**src/rtl/mips_pkg.sv**
```systemverilog
// Shared types and sizing for the MIPS datapath register file.
package mips_pkg;

  localparam int unsigned DATA_WIDTH = 32;
  localparam int unsigned ADDR_WIDTH = 5;
  localparam int unsigned REG_COUNT  = 2 ** ADDR_WIDTH;

  typedef logic [ADDR_WIDTH-1:0] reg_addr_t;
  typedef logic [DATA_WIDTH-1:0] word_t;

endpackage

```
**src/rtl/mips_register_file.sv**
```systemverilog
// 32 x 32 register file: two combinational read ports, one falling-edge write port.
// Register 0 reads as zero regardless of its storage contents.
module mips_register_file
  import mips_pkg::*;
#(
  parameter int unsigned DATA_WIDTH = mips_pkg::DATA_WIDTH,
  parameter int unsigned ADDR_WIDTH = mips_pkg::ADDR_WIDTH
) (
  input  logic                  clk,
  input  logic                  rst,
  input  logic                  write_Ena,
  input  logic [ADDR_WIDTH-1:0] write_Addr,
  input  logic [DATA_WIDTH-1:0] write_Data,
  input  logic [ADDR_WIDTH-1:0] read_Reg_One_Addr,
  input  logic [ADDR_WIDTH-1:0] read_Reg_Two_Addr,
  output logic [DATA_WIDTH-1:0] read_Data_One,
  output logic [DATA_WIDTH-1:0] read_Data_Two
);

  logic [DATA_WIDTH-1:0] regs [2**ADDR_WIDTH];

  // Writes land on the falling edge so the same cycle's read sees the new value.
  always_ff @(negedge clk or negedge rst) begin
    if (!rst) begin
      regs <= '{default: '0};
    end else if (write_Ena && (write_Addr != '0)) begin
      regs[write_Addr] <= write_Data;
    end
  end

  always_comb begin
    read_Data_One = '0;
    read_Data_Two = '0;
    if (read_Reg_One_Addr != '0) read_Data_One = regs[read_Reg_One_Addr];
    if (read_Reg_Two_Addr != '0) read_Data_Two = regs[read_Reg_Two_Addr];
  end

endmodule

```
**config.mk**
```make
export PLATFORM = sky130hd
export DESIGN_NAME = mips_register_file
export DESIGN_NICKNAME = d
export VERILOG_FILES = /design/src/rtl/mips_pkg.sv /design/src/rtl/mips_register_file.sv
export SDC_FILE = /design/constraint.sdc
export NUM_CORES = 2
export LEC_CHECK = 0
export CELL_PAD_IN_SITES_DETAIL_PLACEMENT = 1
export CELL_PAD_IN_SITES_GLOBAL_PLACEMENT = 2
export CORE_UTILIZATION = 32
export DETAILED_ROUTE_END_ITERATION = 10
export HOLD_SLACK_MARGIN = 0.06
export PLACE_DENSITY = 0.57
export SLEW_MARGIN = 25
export SYNTH_ARGS = -nofsm -noshare
export SYNTH_HDL_FRONTEND = slang
export SYNTH_SLANG_ARGS = --single-unit
```
**constraint.sdc**
```tcl
create_clock -name clk -period 7.4 [get_ports clk]
set_input_delay 2.22 -clock clk [delete_from_list [all_inputs] [get_ports clk]]
set_output_delay 2.22 -clock clk [all_outputs]
set_load 0.005 [all_outputs]
```
After elaboration in Yosys (flattened, before gate mapping)
Index checks and enable logic that the tools add are counted.
Storage, ports and cells
  bits in registers: 1024
  bits in latches: 0
  RAM bits: 0
  memory bits (read-only): 0
  bits of input ports: 50
  output and inout port bits: 64
  logic and storage cells: 55
  memories kept: 0
Operators by class
  add/subtract/negate cells: 0
  multiply operators: 0
  div/mod/pow operators: 0
  magnitude comparators: 4
  eq/ne operators: 0
  shift-type cells: 0
  multiplexer cells: 11
  bitwise operators: 3
  reduce and logical (&&, ||, !) cells: 5
Operators by type and width (count)
  $bwmux 1024: 1
  $bmux 32 s5: 2
  $mux 32: 7
  $demux 32 s5: 1
  $ge 6x6->1 const B: 3
  $not 5->6: 3
  $reduce_bool 5->1: 3
  $lt 6x1->1 const B: 1
  $logic_and 1x1->1: 2

Depth between registers and ports, before layout
  word-level depth: 6
  gate-level depth with buffers: 7

==> run_results.csv <==
group,metric,value,unit
run_status,outcome,"finished with violations",
run_status,violations,"negative setup slack",
layout,top_register,"regs",
logic_synthesis,synth_flop_cell,"dfrtn_1",
pwr,peakVddDrop,247,µV
placed_design,gp_congestion,0.817,
clock_tree,cts_tree,"yes",
timing,setup_tns,-54.26,ns
floorplan,pin_count,114,
detailed_routing,drtAntennaViolNets,0,
floorplan,initial_core_util,32.4,%
layout,layout.nets,4032,
timing,slew_viol_final,0,
placed_design,port_buffers,113,
placed_design,dpl_cell_area,0.0625,mm²
detailed_routing,first_pass_iters,7,
timing,slew_headroom,32.6,%
floorplan,die_h,414,µm
layout,n_antenna_cell,0,
clock_tree,cts.clk_slew.worst_paths,0.04,ns
pwr,power_density,265,mW/mm²
timing,setup_ws,-1.01,ns
logic_synthesis,synthArstFlopShare,100,%
floorplan,core,0.168,mm²
clock_tree,cts.htree.levels,4,
worst_setup_path,cp.required,5.18,ns
worst_setup_path,endpoint_kind,"output port",
logic_synthesis,synth_warnings,0,
worst_setup_path,r2r_start,"regs[541]",
timing,tightestPinTransition,1.01,ns
worst_setup_path,regToRegSetupSlack,6.38,ns
global_route,grt_max_degree,79,
timing,setup_viol,64,
logic_synthesis,yosys.area.top_type_share,47.1,%
worst_setup_path,critPathMaxFanout,2,
worst_setup_path,critPathLaunch,"regs[563]",
timing,hold_viol,0,
clock_tree,numCtsBuffers,130,
logic_synthesis,synth_area_leaders,"dfrtn_1 47%, mux2_2 22%, mux4_2 19%",
detailed_routing,wl_per_cell,34.1,µm
timing,clock_skew,0,ns
logic_synthesis,ys_ff_latch,1024,
global_route,gr-total-overflow,0,
clock_tree,clockRootBuffer,"clkbuf_16",
min_path,hold_path.class,"flop to flop",
placed_design,hpwl,142,mm
floorplan,die_area,0.172,mm²
logic_synthesis,netlist_area,0.0544,mm²
worst_setup_path,endpoint,"read_Data_Two[19]",
floorplan,dieWidth,414,µm
clock_tree,clockBufferDepth,3,
detailed_routing,wirelength,214,mm
logic_synthesis,synth_edf_count,0,
logic_synthesis,syn_nets,3671,
logic_synthesis,synthCells,3621,
logic_synthesis,synth_area_per_cell,15.0,µm²
logic_synthesis,synth_common_cells,"1046 x mux2_2, 1024 x dfrtn_1, 448 x mux4_2",
logic_synthesis,synth.most_common_cell,"mux2_2",
clock_tree,holdBufCountCts,0,
global_route,grtUsageTotal,25.2,%
global_route,antenna_found_initial,2,
clock_tree,clk_latency,0.68,ns
logic_synthesis,yosysTopAreaCell,"dfrtn_1",
layout,largest_reg_flops,1024,
global_route,grt_pass1_vias,39400,
worst_setup_path,reg2reg_depth,3,
global_route,grt_pass1_wl,310,mm
pwr,cellLeakagePower,29.3,nW
logic_synthesis,synth_cell_types,34,
run,max_cap_viol_count,0,
layout,n_fill_cell,16500,
floorplan,rows,150,
layout,drive_above_1_share,63.7,%
layout,area_growth,26.1,%
worst_setup_path,cp-start-kind,"flop",
layout,largestRegisters,"regs x1024",
timing,rsz0062_at_grt,"true",
clock_tree,clock_sinks,1024,
worst_setup_path,worstReg2RegEnd,"regs[541]",
logic_synthesis,seq_area_frac_synth,47.1,%
detailed_routing,vias,36000,
detailed_routing,vias_per_cell,5.73,
worst_setup_path,worstSetupPathType,"flop to output port",
layout,fin_area,0.0685,mm²
worst_setup_path,cp.arrival,6.19,ns
detailed_routing,dr.first_iter.drc_count,1862,
detailed_routing,drcViolationCount,0,
[report_power, final]
| group | internal (mW) | switching (mW) | total, mW |
|---|---|---|---|
| Combinational | 2.40 | 1.67 | 4.07 |
| Sequential | 6.78 | 0.768 | 7.54 |
| Clock | 3.96 | 2.58 | 6.54 |
| Total | 13.1 | 5.02 | 18.2 |
[final cells by class]
class	count	area, µm²	share of cell area, %
Clock buffer	195	3890	5.67
Tap cell	2204	2760	4.02
Clock inverter	29	425	0.621
Multi-Input combinational cell	2163	28700	41.9
Sequential cell	1024	25600	37.4
Timing Repair Buffer	661	7120	10.4
Inverter	2	12.5	0.0183
[worst min path at each step]
stage               startpoint  slack (ns)  depth (start not counted)          to
floorplan           regs[1000]        0.40                          1  regs[1000]
global placement     regs[997]        0.34                          0   regs[997]
detailed placement   regs[992]        0.34                          0   regs[992]
CTS                  regs[992]        0.34                          0   regs[992]
global route        regs[1018]        0.36                          0  regs[1018]
finish              regs[1007]        0.34                          0  regs[1007]
[routing by layer]
metal / vias up / GRT usage [%] / share of wire, %
met4: 0 / 8.41 / 3.3
met3: 311 / 3.11 / 3.6
met1: 20000 / 33.8 / 44
li1: 14800 / - / -
met2: 820 / 42.1 / 49
met5: - / 0 / 0
[cell families after synthesis]
kind of cell / after synthesis / share of synthesized area [%]
muxes: 1632 / 42.8
DFF: 1024 / 47.1
AOI/OAI and AO/OA: 366 / 4.84
and+or+nand+nor: 165 / 1.61
buffers and inverters: 434 / 3.61
[stage by stage]
stage	instances	setup WS, ns	utilization (%)	hold slack (ns)	total power [mW]
floorplan	3621	0.0233	-	0.402	9.80
global placement	6046	-1.31	37.2	0.336	11.3
detailed placement	6047	-1.10	37.2	0.343	11.4
CTS	6267	-1.06	40.5	0.343	18.2
global route	6278	-1.06	40.8	0.355	18.9
finish	6278	-1.01	40.8	0.344	18.2
[layout by cell type (no fill, tap or decap), drive strengths merged, types with 2 or more instances in the layout]
master and n:
bufinv 10, mux4 448, or3 3, nor2 19
clkbuf 197, a311oi 64, o21ai 110, a221oi 46
nor2b 71, dfrtn 1024, nor3b 2, clkinv 14
mux2 1056, mux2i 128, and2 2, clkinvlp 3
buf 621, or2 2, o2111ai 18, nand4b 3
a211oi 64, clkdlybuf4s50 35, nand2b 5, dlymetal6s2s 3
nor3 3, or4 2, inv 4, nand2 49
a22oi 64
[worst max-delay path, cell delays in order (launching register included)]
cell	delay [ns]
dfrtn_1	0.35
buf_4	0.13
mux4_2	0.46
mux2_4	0.30
o21ai_2	0.12
a311oi_1	0.06
buf_4	0.23
buf_6	0.12
[timing repair]
item / CTS / global route
buffers inserted: 17 / 11
pin swaps: 126 / 74
gates resized for setup: 648 / 100
endpoints found under the setup margin: 94 / 281
gates cloned: 0 / 1
Note: power is estimated with default switching activity, not from simulation.
